--- src/rtl/z88_pkg.sv ---
// Shared types and widths for the Z88 SRAM arbiter: arbiter state encoding
// and the physical RAM address/data widths.
package z88_pkg;

    localparam int RAM_AW = 19;
    localparam int RAM_DW = 8;

    typedef enum logic [1:0] {
        IDLE    = 2'd0,
        CPU_ACC = 2'd1,
        LCD_ACC = 2'd2,
        RECOVER = 2'd3
    } arb_state_e;

endpackage

--- src/rtl/z88_sram_seq.sv ---
// Single-access SRAM strobe sequencer: latches one request on start_i and
// drives registered CE/OE/WE strobes for ACC_CYCLES cycles.
module z88_sram_seq
    import z88_pkg::*;
#(
    parameter int ACC_CYCLES = 2
) (
    input  logic              clk,
    input  logic              rst_n,
    input  logic              start_i,
    input  logic              we_i,
    input  logic [RAM_AW-1:0] addr_i,
    input  logic [RAM_DW-1:0] wdata_i,
    output logic              done_o,
    output logic              rd_done_o,
    output logic [RAM_DW-1:0] rdata_o,
    output logic [RAM_AW-1:0] ram_a_o,
    output logic [RAM_DW-1:0] ram_do_o,
    input  logic [RAM_DW-1:0] ram_di_i,
    output logic              ram_ce_n_o,
    output logic              ram_oe_n_o,
    output logic              ram_we_n_o
);

    localparam logic [3:0] LAST_CYC = 4'(ACC_CYCLES - 1);

    logic              active_q, active_d;
    logic [3:0]        cnt_q, cnt_d;
    logic              we_q, we_d;
    logic [RAM_AW-1:0] addr_q, addr_d;
    logic [RAM_DW-1:0] data_q, data_d;
    logic              ce_n_q, ce_n_d;
    logic              oe_n_q, oe_n_d;
    logic              we_n_q, we_n_d;
    logic              last_cyc;

    assign last_cyc = active_q && (cnt_q == LAST_CYC);

    always_comb begin
        active_d = active_q;
        cnt_d    = cnt_q;
        we_d     = we_q;
        addr_d   = addr_q;
        data_d   = data_q;
        if (start_i) begin
            active_d = 1'b1;
            cnt_d    = 4'd0;
            we_d     = we_i;
            addr_d   = addr_i;
            data_d   = wdata_i;
        end else if (last_cyc) begin
            active_d = 1'b0;
            cnt_d    = 4'd0;
        end else if (active_q) begin
            cnt_d = cnt_q + 4'd1;
        end
        // Strobes come straight from flops so the SRAM never sees a glitch;
        // the first write cycle is address setup with WE still high.
        ce_n_d = ~active_d;
        oe_n_d = ~(active_d & ~we_d);
        we_n_d = ~(active_d & we_d & (cnt_d != 4'd0));
    end

    always_ff @(posedge clk or negedge rst_n) begin
        if (!rst_n) begin
            active_q <= 1'b0;
            cnt_q    <= 4'd0;
            we_q     <= 1'b0;
            addr_q   <= '0;
            data_q   <= '0;
            ce_n_q   <= 1'b1;
            oe_n_q   <= 1'b1;
            we_n_q   <= 1'b1;
        end else begin
            active_q <= active_d;
            cnt_q    <= cnt_d;
            we_q     <= we_d;
            addr_q   <= addr_d;
            data_q   <= data_d;
            ce_n_q   <= ce_n_d;
            oe_n_q   <= oe_n_d;
            we_n_q   <= we_n_d;
        end
    end

    assign done_o     = last_cyc;
    assign rd_done_o  = last_cyc & ~we_q;
    assign rdata_o    = ram_di_i;
    assign ram_a_o    = addr_q;
    assign ram_do_o   = data_q;
    assign ram_ce_n_o = ce_n_q;
    assign ram_oe_n_o = oe_n_q;
    assign ram_we_n_o = we_n_q;

endmodule

--- src/rtl/z88_mem_arbiter.sv ---
// Arbitrates the 512 KB SRAM between the Z80 CPU and the LCD fetch DMA.
// Define MEMARB_FAIRNESS_EN to bound CPU bursts while the LCD is pending.
module z88_mem_arbiter
    import z88_pkg::*;
#(
    parameter int ACC_CYCLES    = 2,
    parameter int MAX_CPU_BURST = 4
) (
    input  logic              clk,
    input  logic              reset_n,
    input  logic              cpu_req,
    input  logic              cpu_we,
    input  logic [RAM_AW-1:0] cpu_a,
    input  logic [RAM_DW-1:0] cpu_do,
    output logic [RAM_DW-1:0] cpu_di,
    output logic              cpu_ack,
    output logic              cpu_wait_n,
    input  logic              lcd_req,
    input  logic [RAM_AW-1:0] lcd_a,
    output logic [RAM_DW-1:0] lcd_di,
    output logic              lcd_ack,
    output logic [RAM_AW-1:0] ram_a,
    output logic [RAM_DW-1:0] ram_do,
    input  logic [RAM_DW-1:0] ram_di,
    output logic              ram_ce_n,
    output logic              ram_oe_n,
    output logic              ram_we_n
);

    arb_state_e        state_q, state_d;
    logic [RAM_DW-1:0] cpu_di_q, cpu_di_d;
    logic [RAM_DW-1:0] lcd_di_q, lcd_di_d;
    logic              cpu_ack_q, cpu_ack_d;
    logic              lcd_ack_q, lcd_ack_d;

    logic              in_idle;
    logic              force_lcd;
    logic              grant_cpu;
    logic              grant_lcd;
    logic              seq_start;
    logic              seq_we;
    logic [RAM_AW-1:0] seq_addr;
    logic [RAM_DW-1:0] seq_wdata;
    logic              seq_done;
    logic              seq_rd_done;
    logic [RAM_DW-1:0] seq_rdata;

    assign in_idle   = (state_q == IDLE);
    assign grant_cpu = in_idle & cpu_req & ~force_lcd;
    assign grant_lcd = in_idle & lcd_req & ~grant_cpu;

    assign seq_start = grant_cpu | grant_lcd;
    assign seq_we    = grant_cpu & cpu_we;
    assign seq_addr  = grant_cpu ? cpu_a : lcd_a;
    assign seq_wdata = grant_cpu ? cpu_do : '0;

`ifdef MEMARB_FAIRNESS_EN
    logic [7:0] burst_q, burst_d;

    // Counts CPU grants taken while the LCD was waiting; at the limit the
    // LCD is granted ahead of a pending CPU request.
    assign force_lcd = lcd_req && (burst_q == 8'(MAX_CPU_BURST));

    always_comb begin
        burst_d = burst_q;
        if (grant_cpu) begin
            burst_d = lcd_req ? burst_q + 8'd1 : 8'd0;
        end else if (grant_lcd) begin
            burst_d = 8'd0;
        end
    end

    always_ff @(posedge clk or negedge reset_n) begin
        if (!reset_n) begin
            burst_q <= 8'd0;
        end else begin
            burst_q <= burst_d;
        end
    end
`else
    logic unused_max_burst;

    assign unused_max_burst = ^8'(MAX_CPU_BURST);
    assign force_lcd        = 1'b0;
`endif

    always_comb begin
        state_d   = state_q;
        cpu_ack_d = 1'b0;
        lcd_ack_d = 1'b0;
        cpu_di_d  = cpu_di_q;
        lcd_di_d  = lcd_di_q;
        case (state_q)
            IDLE: begin
                if (grant_cpu) begin
                    state_d = CPU_ACC;
                end else if (grant_lcd) begin
                    state_d = LCD_ACC;
                end
            end
            CPU_ACC: begin
                if (seq_done) begin
                    state_d   = RECOVER;
                    cpu_ack_d = 1'b1;
                    if (seq_rd_done) begin
                        cpu_di_d = seq_rdata;
                    end
                end
            end
            LCD_ACC: begin
                if (seq_done) begin
                    state_d   = RECOVER;
                    lcd_ack_d = 1'b1;
                    lcd_di_d  = seq_rdata;
                end
            end
            RECOVER: begin
                state_d = IDLE;
            end
            default: begin
                state_d = IDLE;
            end
        endcase
    end

    always_ff @(posedge clk or negedge reset_n) begin
        if (!reset_n) begin
            state_q   <= IDLE;
            cpu_di_q  <= '0;
            lcd_di_q  <= '0;
            cpu_ack_q <= 1'b0;
            lcd_ack_q <= 1'b0;
        end else begin
            state_q   <= state_d;
            cpu_di_q  <= cpu_di_d;
            lcd_di_q  <= lcd_di_d;
            cpu_ack_q <= cpu_ack_d;
            lcd_ack_q <= lcd_ack_d;
        end
    end

    z88_sram_seq #(
        .ACC_CYCLES (ACC_CYCLES)
    ) u_seq (
        .clk        (clk),
        .rst_n      (reset_n),
        .start_i    (seq_start),
        .we_i       (seq_we),
        .addr_i     (seq_addr),
        .wdata_i    (seq_wdata),
        .done_o     (seq_done),
        .rd_done_o  (seq_rd_done),
        .rdata_o    (seq_rdata),
        .ram_a_o    (ram_a),
        .ram_do_o   (ram_do),
        .ram_di_i   (ram_di),
        .ram_ce_n_o (ram_ce_n),
        .ram_oe_n_o (ram_oe_n),
        .ram_we_n_o (ram_we_n)
    );

    assign cpu_di     = cpu_di_q;
    assign lcd_di     = lcd_di_q;
    assign cpu_ack    = cpu_ack_q;
    assign lcd_ack    = lcd_ack_q;
    // The CPU stalls from request until its ack cycle.
    assign cpu_wait_n = ~(cpu_req & ~cpu_ack_q);

endmodule

--- config.mk ---
export PLATFORM = sky130hd
export DESIGN_NAME = z88_mem_arbiter
export DESIGN_NICKNAME = d
export VERILOG_FILES = /design/src/rtl/z88_pkg.sv /design/src/rtl/z88_sram_seq.sv /design/src/rtl/z88_mem_arbiter.sv
export SDC_FILE = /design/constraint.sdc
export NUM_CORES = 1
export LEC_CHECK = 0
export BUFFER_PORTS_ARGS = -buffer_cell sky130_fd_sc_hd__buf_2
export CORE_AREA = 4 4 70 98
export DETAILED_ROUTE_END_ITERATION = 10
export DIE_AREA = 0 0 74 102
export HOLD_SLACK_MARGIN = 0.12
export PLACE_DENSITY = 0.73
export SYNTH_ARGS = -nofsm -noshare
export SYNTH_HDL_FRONTEND = slang
export SYNTH_SLANG_ARGS = --single-unit
--- constraint.sdc ---
create_clock -name clk -period 1.6 [get_ports clk]
set_input_delay 0.48 -clock clk [delete_from_list [all_inputs] [get_ports clk]]
set_output_delay 0.48 -clock clk [all_outputs]
set_load 0.05 [all_outputs]
[Word level (Yosys, flattened, before mapping)]
Index checks and enable logic that the tools add are counted.
Cells by class
  add/sub/neg operators: 1
  equality and inequality tests: 6
  muxes and demuxes: 15
  bitwise operators: 18
  reductions and logical operators: 7
Operator list (number)
  $mux W19: 1
  $mux W4: 3
  $and A1 B1 Y1: 9
  $mux W8: 1
  $not A1 Y1: 8
  $mux W1: 6
  $mux W2: 3
  $pmux W2 S3: 1
  $add A4 B1 Y4 const B: 1
  $eq A2 B2 Y1 const B: 2
  $eq A4 B1 Y1 const B: 1
  $reduce_and A2 Y1: 2
  $reduce_bool A4 Y1: 1
  $ne A3 B1 Y1 const B: 1
  $reduce_and A3 Y1: 1
  $eq A2 B1 Y1 const B: 1
  $logic_not A2 Y1: 1
  $ne A2 B1 Y1 const B: 1
  $reduce_or A2 Y1: 1
  $logic_and A1 B1 Y1: 1
  $or A1 B1 Y1: 1
Storage, ports and cells
  bits in registers: 56
  output and inout bits: 49

[Logic depth before layout (Yosys ltp)]
Gate-level depths: netlist of run 1.
  depth in word-level cells: 9
  mapped depth: 6
  mapped depth without buffers: 5

[Modules after synthesis]
A second synthesis of run 1 with hierarchy kept.
Unflattened totals
  cell total of the unflattened synthesis: 190
  area, all modules: 2658.8 sq um
By module, submodules not included
  z88_sram_seq: times used 1, cells each 102, area each 1490.2 sq um, seq. area each 904.6 sq um
  z88_mem_arbiter: times used 1, cells each 88, area each 1168.6 sq um, seq. area each 500.5 sq um

[Worst setup path after synthesis of run 1]
No wires, ideal clock.
  path type: input -> output
  start: input port cpu_req
  end: output port cpu_wait_n
  arrival time: 1.241 ns
  data required time: 1.120 ns
  slack: -0.121 ns
  cell stages on the path: 3
  path buffers: 2
  path through: buf_2 > clkbuf_1 > nand2b_1
Between the ends
  longest elaborated chain between the ends: 2
RTL lines
  start, declared: line z88_mem_arbiter.sv:11  | input logic cpu_req,
  $and A1 B1 Y1: line z88_mem_arbiter.sv:167  | assign cpu_wait_n = ~(cpu_req & ~cpu_ack_q);
  $not A1 Y1: line z88_mem_arbiter.sv:167
  end, declared: line z88_mem_arbiter.sv:17  | output logic cpu_wait_n,
No other way between the ends.

[Worst setup path in the final report of run 1]
  start: register u_seq.oe_n_q, in the netlist u_seq.ram_oe_n_o
  end: output port ram_oe_n
RTL lines
  start, declared: line z88_sram_seq.sv:33  | logic oe_n_q, oe_n_d;
  start signal, assigned: line z88_sram_seq.sv:81  | oe_n_q <= oe_n_d;
  end, declared: line z88_mem_arbiter.sv:26  | output logic ram_oe_n,
No word-level cell between the ends.

==> results.yml, run 1 <==
routing:
  wl_per_cell_um: 15.8
  vias: 1936
  dr.pass1.iters: 4
  drtAntennaViolNets: 0
  drc: 0
  drt-total-wl_um: 5960
  viasPerCell: 5.12
  drt_iter0_markers: 77
cells_and_area:
  layout-drive-gt1-share: 0.523
  syn_to_final_growth_pct: 35.1
  fin_nets: 370
  antenna-diode-count: 0
  final_core_util: 0.545
worst_setup_path:
  worstPathMaxFanout: 1
  cpMaxStageDelayCell: "dfstp_2"
  critical_path.max_stage_delay_ps: 520
  crit_cells: 1
  end_kind: "output port"
  critPathArrivalTime_ps: 1080
  worstPathRequired_ps: 1120
  reg2reg_depth: 5
  cp_top_family: "flip-flops"
  crit_path_start_kind: "flop"
  path_class: "reg -> out"
  crit_buf_inv: 1
  cp_cell_sequence: "buf_2"
timing:
  post-route-period-util: 0.972
  finalHoldViolCount: 0
  fin_ws_ps: 44.7
  fin_crit_ps: 1560
  whs_ps: 395
  setup_viol: 0
  slew_headroom: 0.509
  fmax_mhz: 643
  worst_pin_slew_ps: 733
  fin_setup_tns_ps: 0
  finClkSkew_ps: 6.52
  slew_violations: 0
  rsz0062_at_grt: "no"
power_and_ir_drop:
  power_mw: 8.09
  power_leakage_nw: 1.74
  powerDensity_nw_per_um2: 2440
  peakVddDrop_mv: 0.959
min_path:
  hold_path.class: "in -> reg"
  min_path_cells: 2
synthesis:
  avgSynthCellArea_sq_um: 13.2
  synth_fp_nets: 251
  synthCells: 186
  synth_cell_type_count: 34
  yosysSeqAreaShare: 0.572
  yosysWarningCount: 0
  syn-cell-area_sq_um: 2450
  ys_seq_elements: 56
grt:
  antenna_found_initial: 0
  overflow: 0
  grt_pass1_vias: 1945
  grt_max_degree: 34
  grt_pass1_wl_um: 9460
  grt_usage: 0.161
cts:
  cts.path.max_buffers: 2
  path_clk_slew_ps: 90
  cts_tree: "done"
  numCtsBuffers: 5
  htreeDepth: 2
  cts_root_buf: "clkbuf_8"
  clock_latency_ps: 300
  cts.sinks: 56
job:
  drv_cap: 0
floorplan:
  rows: 34
  pin_count: 108
  coreArea_sq_um: 6080
  die_w_um: 74
  initial_utilization: 0.404
  die_h_um: 102
  dieArea_sq_um: 7550
placement:
  port_buffers: 107
  dpl.hpwl_um: 4620
  pre_cts_slack_ps: -396
  place_congestion: 0.759
run_status:
  outcome: "finished clean"
-- worst register-to-register path, stage by stage (launching register included) --
cell      delay [ps]
dfrtp_1          420
ha_4             180
and4bb_4         230
buf_4            140
a211o_1          290
a31o_1           230
-- state kept, by name, indices dropped and copies added, names as in the netlist --
register / cells
cpu_ack: 1
cpu_di: 8
lcd_ack: 1
lcd_di: 8
state_q: 2
u_seq.active_q: 1
u_seq.cnt_q: 4
u_seq.ram_a_o: 19
u_seq.ram_ce_n_o: 1
u_seq.ram_do_o: 8
u_seq.ram_oe_n_o: 1
u_seq.ram_we_n_o: 1
u_seq.we_q: 1
-- layout by cell type, fill, tap and decap left out, drive strengths merged, types with 2 or more instances in the layout --
cell,count
buf,123
dfrtp,53
a22o,46
mux2,17
inv,8
clkbuf,6
ha,6
nor2,5
nand2b,5
nand2,4
dfstp,3
and3b,2
a21boi,2
a21oi,2
and2,2
mux2i,2
o21ai,2
nand3b,2
-- where the power goes --
part | leakage [nW] | switching [mW] | internal [mW]
Combinational | 0.995 | 3.18 | 1.54
Sequential | 0.686 | 0.359 | 2.11
Clock | 0.0552 | 0.433 | 0.465
Total | 1.74 | 3.97 | 4.11
-- cell families after synthesis --
group                    synth area share
XOR/XNOR                          0.00714
buffers and inverters              0.0341
flip-flops                          0.572
multiplexers                       0.0861
adder cells (fa/ha/maj)            0.0306
AND/OR/NAND/NOR                    0.0719
AO/OA/AOI/OAI                       0.198
-- routing by layer --
layer  part of all wire  track usage  vias up  wire length [um]
met5                  0            0        -                 0
met4              0.013       0.0460        0                78
met3              0.061       0.0285        5               365
met2               0.54        0.284       63              3230
met1               0.38        0.197      940              2280
li1                   -            -      928                 -
-- cells in the mapped netlist, drive strengths merged --
master   count  area [sq um]
a211o        1          8.76
a21boi       2          15.0
a21oi        2          10.0
a22o        46           403
a2bb2oi      1          15.0
a31o         1          8.76
and2         2          12.5
and3b        2          17.5
and4bb       1          16.3
buf          7          35.0
clkbuf       5          18.8
dfrtp       53          1330
dfstp        3          78.8
ha           6          75.1
inv          8          30.0
mux2        17           191
mux2i        2          20.0
nand2        4          17.5
nand2b       5          31.3
nand3b       2          27.5
nand4        1          6.26
nand4b       1          8.76
nor2         5          18.8
nor2b        1          6.26
nor3b        1          7.51
o21a         1          7.51
o21ai        2          10.0
o31ai        1          7.51
or3          1          6.26
xnor2        1          8.76
xor2         1          8.76
-- per-stage QoR --
step	area [sq um]	cells
2_1_floorplan	2460	186
3_3_place_gp	3150	367
3_5_place_dp	3150	367
4_1_cts	3280	376
5_1_grt	3320	378
6_report	3320	378
-- cell type report --
cell class	count	area [sq um]
multi-input combinational	110	1000
fill	536	2770
sequential	56	1410
timing repair buffer	124	684
tap	72	90.1
clock buffer	6	72.6
clock inverter	2	35.0
inverter	8	30.0
-- what timing repair did --
| item | 4_1_cts | 5_1_grt |
|---|---|---|
| setup endpoints to repair | 24 | 42 |
| resized for setup | 3 | 5 |
| setup buffers | 0 | 2 |
| hold endpoints to repair | 10 | 0 |
| hold buffers | 1 | 0 |
| pin swaps | 0 | 2 |
-- final timing paths --
kind	slack (ps)	end	from
max in group asynchronous	510	lcd_di[2]$_DFFE_PN0P_	reset_n
min	400	u_seq.ram_do_o[2]$_DFFE_PN0N_	cpu_do[2]
min reg2reg	500	cpu_di[2]$_DFFE_PN0P_	cpu_di[2]$_DFFE_PN0P_
min in group asynchronous	610	u_seq.ram_a_o[4]$_DFFE_PN0N_	reset_n
max	40	ram_oe_n	u_seq.ram_oe_n_o$_DFF_PN1_
max reg2reg	50	u_seq.ram_we_n_o$_DFF_PN1_	u_seq.cnt_q[0]$_DFF_PN0_
Power figures use the tool's default switching activity.
==> run 2: changes to the inputs <==
--- a/config.mk
+++ b/config.mk
@@ -5,12 +5,13 @@
 export SDC_FILE = /design/constraint.sdc
 export NUM_CORES = 1
 export LEC_CHECK = 0
+export ABC_AREA = 1
 export BUFFER_PORTS_ARGS = -buffer_cell sky130_fd_sc_hd__buf_2
 export CORE_AREA = 4 4 70 98
 export DETAILED_ROUTE_END_ITERATION = 10
 export DIE_AREA = 0 0 74 102
 export HOLD_SLACK_MARGIN = 0.12
-export PLACE_DENSITY = 0.73
+export PLACE_DENSITY = 0.74
 export SYNTH_ARGS = -nofsm -noshare
 export SYNTH_HDL_FRONTEND = slang
 export SYNTH_SLANG_ARGS = --single-unit
==> results.yml, run 2 <==
floorplan:
  initial_utilization: 0.411
  die_h_um: 102
  rows: 34
  pin_count: 108
  die_w_um: 74
  coreArea_sq_um: 6080
  dieArea_sq_um: 7550
synthesis:
  synth_fp_nets: 330
  synthArstFlopShare: 1.00
  synth_edf_count: 0
  synth_area_leaders: "dfrtp_1 (53%), o21ai_0 (9.0%), nand2_1 (8.3%), inv_1 (3.9%), nor2_1 (3.3%)"
  synth_top_area_cell: "dfrtp_1"
  ys_seq_elements: 56
  synthCells: 265
  avgSynthCellArea_sq_um: 9.43
  synthMostInstantiatedCell: "nand2_1"
  synth_ff_type: "dfrtp_1"
  yosysTopAreaCellShare: 0.531
  syn-cell-area_sq_um: 2500
  yosys-top-cells-count: "nand2_1 (55), dfrtp_1 (53), o21ai_0 (45)"
  yosysWarningCount: 0
  synth_cell_type_count: 27
  yosysSeqAreaShare: 0.562
cells_and_area:
  fin_cells: 443
  syn_to_final_growth_pct: 28.9
  largest_reg_flops: 19
  final_cell_mix: "buf_2 (106), nand2_1 (54), dfrtp_1 (53), o21ai_0 (42), inv_1 (24)"
  antenna-diode-count: 0
  fillers: 554
  fin_nets: 436
  final_core_util: 0.529
  layout_commonest_cell: "buf_2"
  fin_area_sq_um: 3220
  layout-drive-gt1-share: 0.388
cts:
  path_clk_slew_ps: 90
  cts.sinks: 56
  post_cts_buffers: 0
  htreeDepth: 2
  cts.path.max_buffers: 2
  cts_tree: "done"
  clock_latency_ps: 300
  numCtsBuffers: 5
  cts_root_buf: "clkbuf_8"
power_and_ir_drop:
  power_leakage_nw: 1.78
  powerDensity_nw_per_um2: 2330
  peakVddDrop_mv: 1.21
routing:
  drt_iter0_markers: 59
  viasPerCell: 4.80
  wl_per_cell_um: 12.7
  vias: 2125
  drt-total-wl_um: 5630
  dr.pass1.iters: 4
  drtAntennaViolNets: 0
  drc: 0
job:
  drv_cap: 0
grt:
  grt_usage: 0.151
  grt_max_degree: 57
  grt_pass1_wl_um: 9030
  overflow: 0
  grt_pass1_vias: 2040
  antenna_found_initial: 0
worst_setup_path:
  cp_cell_sequence: "buf_2"
  worstPathMaxFanout: 1
  critical_path.max_stage_delay_ps: 530
  critPathLaunch: "u_seq.ram_we_n_o$_DFF_PN1_"
  cp_top_family: "flip-flops"
  critPathArrivalTime_ps: 1080
  cpMaxStageDelayCell: "dfstp_2"
  r2r_start: "state_q[0]$_DFFE_PN0P_"
  worstPathRequired_ps: 1120
  crit_path_start_kind: "flop"
  crit_buf_inv: 1
  end_kind: "output port"
  path_class: "reg -> out"
placement:
  dpl.hpwl_um: 4260
  place_inst: 436
  placed_area_sq_um: 3110
  place_congestion: 0.763
  port_buffers: 107
timing:
  worst_pin_slew_ps: 289
  rsz0062_at_grt: "yes"
  finClkSkew_ps: 5.00
  finalHoldViolCount: 0
  fmax_mhz: 640
  fin_setup_tns_ps: 0
  setup_viol: 0
  fin_crit_ps: 1560
  slew_headroom: 0.807
  post-route-period-util: 0.976
  slew_violations: 0
min_path:
  hold_path.class: "in -> async"
run_status:
  outcome: "finished clean"
-- run 2: cell count changes in the layout (fill, tap and decap cells not counted), moves of 14 or more --
cell     previous run  this run
a22o_1             46         8
buf_4              15         1
inv_1               7        24
mux2_2             17         0
nand2_1             3        54
nor2_1              5        22
o21ai_0             1        42
-- run 2: where the power goes --
group          switching, mW  internal [mW]
combinational           3.20           1.15
clock                  0.408          0.299
sequential             0.366           2.07
-- run 2: area by class of cell --
| class | count | area (sq um) | area share |
|---|---|---|---|
| Timing Repair Buffer | 112 | 624 | 0.194 |
| Tap cell | 72 | 90.1 | 0.0280 |
| Sequential cell | 56 | 1410 | 0.436 |
| Clock inverter | 1 | 5.00 | 0.00155 |
| Clock buffer | 6 | 72.6 | 0.0225 |
| Inverter | 28 | 108 | 0.0334 |
| Multi-Input combinational cell | 168 | 916 | 0.284 |
-- run 2: cells by family after synthesis --
family	share of synthesized area
and+or+nand+nor	0.165
AOI/OAI and AO/OA	0.164
DFF	0.562
buffers and inverters	0.0781
adders and majority gates	0.0300
-- run 2: path summary, 6_finish.rpt --
path                                            endpoint  slack (ps)  depth (start not counted)
setup / recovery                                ram_we_n          40                          1
hold / removal                     cpu_di[0]$_DFFE_PN0P_         160                          2
setup reg to reg              u_seq.ram_we_n_o$_DFF_PN1_         110                          9
hold reg to reg            u_seq.ram_a_o[15]$_DFFE_PN0N_         480                          2
max in group asynchronous     u_seq.ram_ce_n_o$_DFF_PN1_        1140                          2
min in group clk           u_seq.ram_do_o[1]$_DFFE_PN0N_         400                          2
-- run 2: routing by layer --
| metal | GRT usage | wire length [um] |
|---|---|---|
| met1 | 0.183 | 2340 |
| met2 | 0.261 | 2700 |
| met3 | 0.0335 | 478 |
| met4 | 0.0530 | 117 |
| met5 | 0 | 0 |
-- run 2: what timing repair did --
action / CTS / global route
endpoints found under the setup margin: 1 / 27
hold buffers: 0 / 0
pin swaps: 0 / 3
gates resized for setup: 4 / 10
-- run 2: per-stage QoR --
step / setup WS (ps) / total power, mW / hold WS (ps)
after global routing: -4.02 / 8.03 / 176
after CTS: 12.7 / 7.53 / 160
after floorplan: 46.2 / 5.76 / 184
after detailed placement: 17.3 / 6.79 / 471
final: 38.7 / 7.50 / 160
after global placement: 8.24 / 6.68 / 464
==> run 3: changes to the inputs <==
--- a/config.mk
+++ b/config.mk
@@ -7,11 +7,12 @@
 export LEC_CHECK = 0
 export ABC_AREA = 1
 export BUFFER_PORTS_ARGS = -buffer_cell sky130_fd_sc_hd__buf_2
-export CORE_AREA = 4 4 70 98
+export CORE_AREA = 4 4 73 101
 export DETAILED_ROUTE_END_ITERATION = 10
-export DIE_AREA = 0 0 74 102
+export DIE_AREA = 0 0 77 105
 export HOLD_SLACK_MARGIN = 0.12
 export PLACE_DENSITY = 0.74
 export SYNTH_ARGS = -nofsm -noshare
 export SYNTH_HDL_FRONTEND = slang
+export SYNTH_HIERARCHICAL = 1
 export SYNTH_SLANG_ARGS = --single-unit
==> results.yml, run 3 <==
worst_setup_path:
  reg2reg_depth: 9
  crit_buf_inv: 1
  cp_cell_sequence: "buf_2"
  worstPathRequired_ps: 1120
  crit_path_start_kind: "flop"
  crit_cells: 1
  cp_top_family: "flip-flops"
  critPathArrivalTime_ps: 1090
  cpMaxStageDelayCell: "dfstp_2"
  end_kind: "output port"
  critical_path.max_stage_delay_ps: 530
  path_class: "reg -> out"
  worstPathMaxFanout: 1
synthesis:
  syn-cell-area_sq_um: 2770
  avgSynthCellArea_sq_um: 7.79
  yosysWarningCount: 6
  synthArstFlopShare: 1.00
  synth_top_family_by_area: "simple AND/OR/NAND/NOR gates"
  synth-xor-area-share: 0
  synth_top_area_cell: "dfrtp_1"
  synth_cell_type_count: 19
  synthMostInstantiatedCell: "nand2_1"
  synth_compound_area_frac: 0.0356
  ys_seq_elements: 56
  synth_edf_count: 0
  synthCells: 356
  yosys-top-cells-count: "nand2_1 (167), dfrtp_1 (53), inv_1 (33)"
  yosysSeqAreaShare: 0.507
  synth_simple_gate_area_frac: 0.321
  synth_ff_type: "dfrtp_1"
  yosysTopAreaCellShare: 0.478
  synth_fa_ha_area_frac: 0.0271
  synth_fp_nets: 421
  synth_area_leaders: "dfrtp_1 (48%), nand2_1 (23%), nand3_1 (4.9%), inv_1 (4.5%), buf_4 (3.0%)"
  synth.area.mux_share: 0
routing:
  drt_iter0_markers: 89
  vias: 2486
  dr.pass1.iters: 4
  drc: 0
  wl_per_cell_um: 12.3
  drtAntennaViolNets: 0
  viasPerCell: 4.64
  drt-total-wl_um: 6580
floorplan:
  pin_count: 108
  die_h_um: 105
  dieArea_sq_um: 8090
  rows: 35
  coreArea_sq_um: 6530
  die_w_um: 77
  initial_utilization: 0.425
placement:
  place_inst: 526
  port_buffers: 107
  dpl.hpwl_um: 5090
  place_congestion: 0.793
power_and_ir_drop:
  swShare: 0.545
  switchingPower_mw: 4.20
  pwr-share-seq: 0.304
  clkPwrFrac: 0.102
  peakVddDrop_mv: 1.00
  p_comb_frac: 0.594
  p_int_mw: 3.51
  powerDensity_nw_per_um2: 2210
  power_leakage_nw: 2.15
grt:
  grt_pass1_vias: 2359
  overflow: 0
  antenna_found_initial: 0
  grt_usage: 0.162
  grt_max_degree: 29
  grt_pass1_wl_um: 10700
cells_and_area:
  seqCellArea_sq_um: 1410
  fin_cells: 536
  fin_nets: 526
  layout-drive-gt1-share: 0.342
  final_cell_mix: "nand2_1 (166), buf_2 (106), dfrtp_1 (53), inv_1 (31), nand3_1 (27)"
  layout_commonest_cell: "nand2_1"
  antenna-diode-count: 0
  syn_to_final_growth_pct: 25.8
  multi_input_area_sq_um: 1080
  fillers: 645
  largest_reg_flops: 19
min_path:
  hold_path.class: "in -> reg"
  min_path_cells: 3
cts:
  cts_tree: "done"
  cts_root_buf: "clkbuf_8"
  htreeDepth: 2
  path_clk_slew_ps: 110
  numCtsBuffers: 5
  cts.sinks: 56
  clock_latency_ps: 310
  cts.path.max_buffers: 2
timing:
  worst_pin_slew_ps: 396
  fin_crit_ps: 1570
  slew_violations: 0
  rsz0062_at_grt: "no"
  setup_viol: 0
  fin_setup_tns_ps: 0
  finClkSkew_ps: 8.96
  fmax_mhz: 635
  slew_headroom: 0.736
  post-route-period-util: 0.984
  finalHoldViolCount: 0
job:
  drv_cap: 0
run_status:
  outcome: "finished clean"
## run 3: changes by cell type in the layout (fill, tap and decap cells not counted), moves of 7 or more
| cell | before | now |
|---|---|---|
| a22o_1 | 8 | 0 |
| nand3_1 | 6 | 27 |
| nand2_1 | 54 | 166 |
| nor2_1 | 22 | 4 |
| o21ai_0 | 42 | 13 |
| o21ai_2 | 8 | 0 |
| nor2_2 | 0 | 11 |
| inv_1 | 24 | 31 |
| buf_4 | 1 | 13 |
## run 3: worst paths after layout
kind | start | slack [ps] | to
setup / recovery | u_seq/ram_we_n_o$_DFF_PN1_ | 30 | ram_we_n
hold / removal | ram_di[4] | 410 | cpu_di[4]$_DFFE_PN0P_
setup reg to reg | state_q[1]$_DFFE_PN0P_ | 120 | u_seq/ram_we_n_o$_DFF_PN1_
hold reg to reg | u_seq/ram_a_o[7]$_DFFE_PN0P_ | 470 | u_seq/ram_a_o[7]$_DFFE_PN0P_
max in group asynchronous | reset_n | 430 | u_seq/cnt_q[1]$_DFF_PN0_
min in group asynchronous | reset_n | 610 | cpu_di[4]$_DFFE_PN0P_
## run 3: timing repair
item                                    4_1_cts  5_1_grt
hold buffers                                  1        0
hold endpoints to repair                     11        0
setup buffers                                 0        1
endpoints found under the setup margin        0        9
gates resized for setup                       0        4
## run 3: stage by stage
stage	worst slack, ps	hold slack, ps	total power [mW]	utilization	instance area (sq um)
6_report	26.3	409	7.71	0.535	3490
2_1_floorplan	16.9	184	5.88	-	2800
3_3_place_gp	140	425	6.87	0.517	3370
3_5_place_dp	134	436	6.95	0.517	3370
4_1_cts	6.45	401	7.77	0.533	3480
5_1_grt	2.60	409	8.24	0.535	3490
## run 3: metal layers
metal | wire [um] | track usage | vias to the layer above
met2 | 3560 | 0.299 | 58
met5 | 0 | 0 | -
met1 | 2600 | 0.188 | 1144
met3 | 290 | 0.0241 | 10
met4 | 131 | 0.0585 | 0
li1 | - | - | 1274
## run 3: worst register-to-register path: stages, from the launching register on
cell and delay, ps:
dfrtp_1 420, inv_2 100, ha_4 140, nand2_1 80
buf_4 200, nor2_2 100, nand2_2 60, nand2_1 80
nand2_1 50, o21bai_2 170
## run 3: power by group through the flow
stage | clock network [mW] | registers (mW) | logic [mW]
global route | 0.874 | 2.42 | 4.95
floorplan | 0 | 4.19 | 1.69
detailed placement | 0 | 2.37 | 4.58
CTS | 0.827 | 2.35 | 4.59
finish | 0.788 | 2.34 | 4.58
global placement | 0 | 2.36 | 4.51
## run 3: logic make-up after synthesis
family,count (synthesis)
AND/OR/NAND/NOR,215
AO/OA/AOI/OAI,18
buffers and inverters,61
flip-flops,56
adder cells (fa/ha/maj),6
## run 3: layout make-up
cell class	instances	area share
clock inverter	3	0.00645
timing repair buffer	122	0.194
sequential	56	0.403
multi-input combinational	239	0.311
tap	74	0.0265
clock buffer	5	0.0197
inverter	37	0.0398
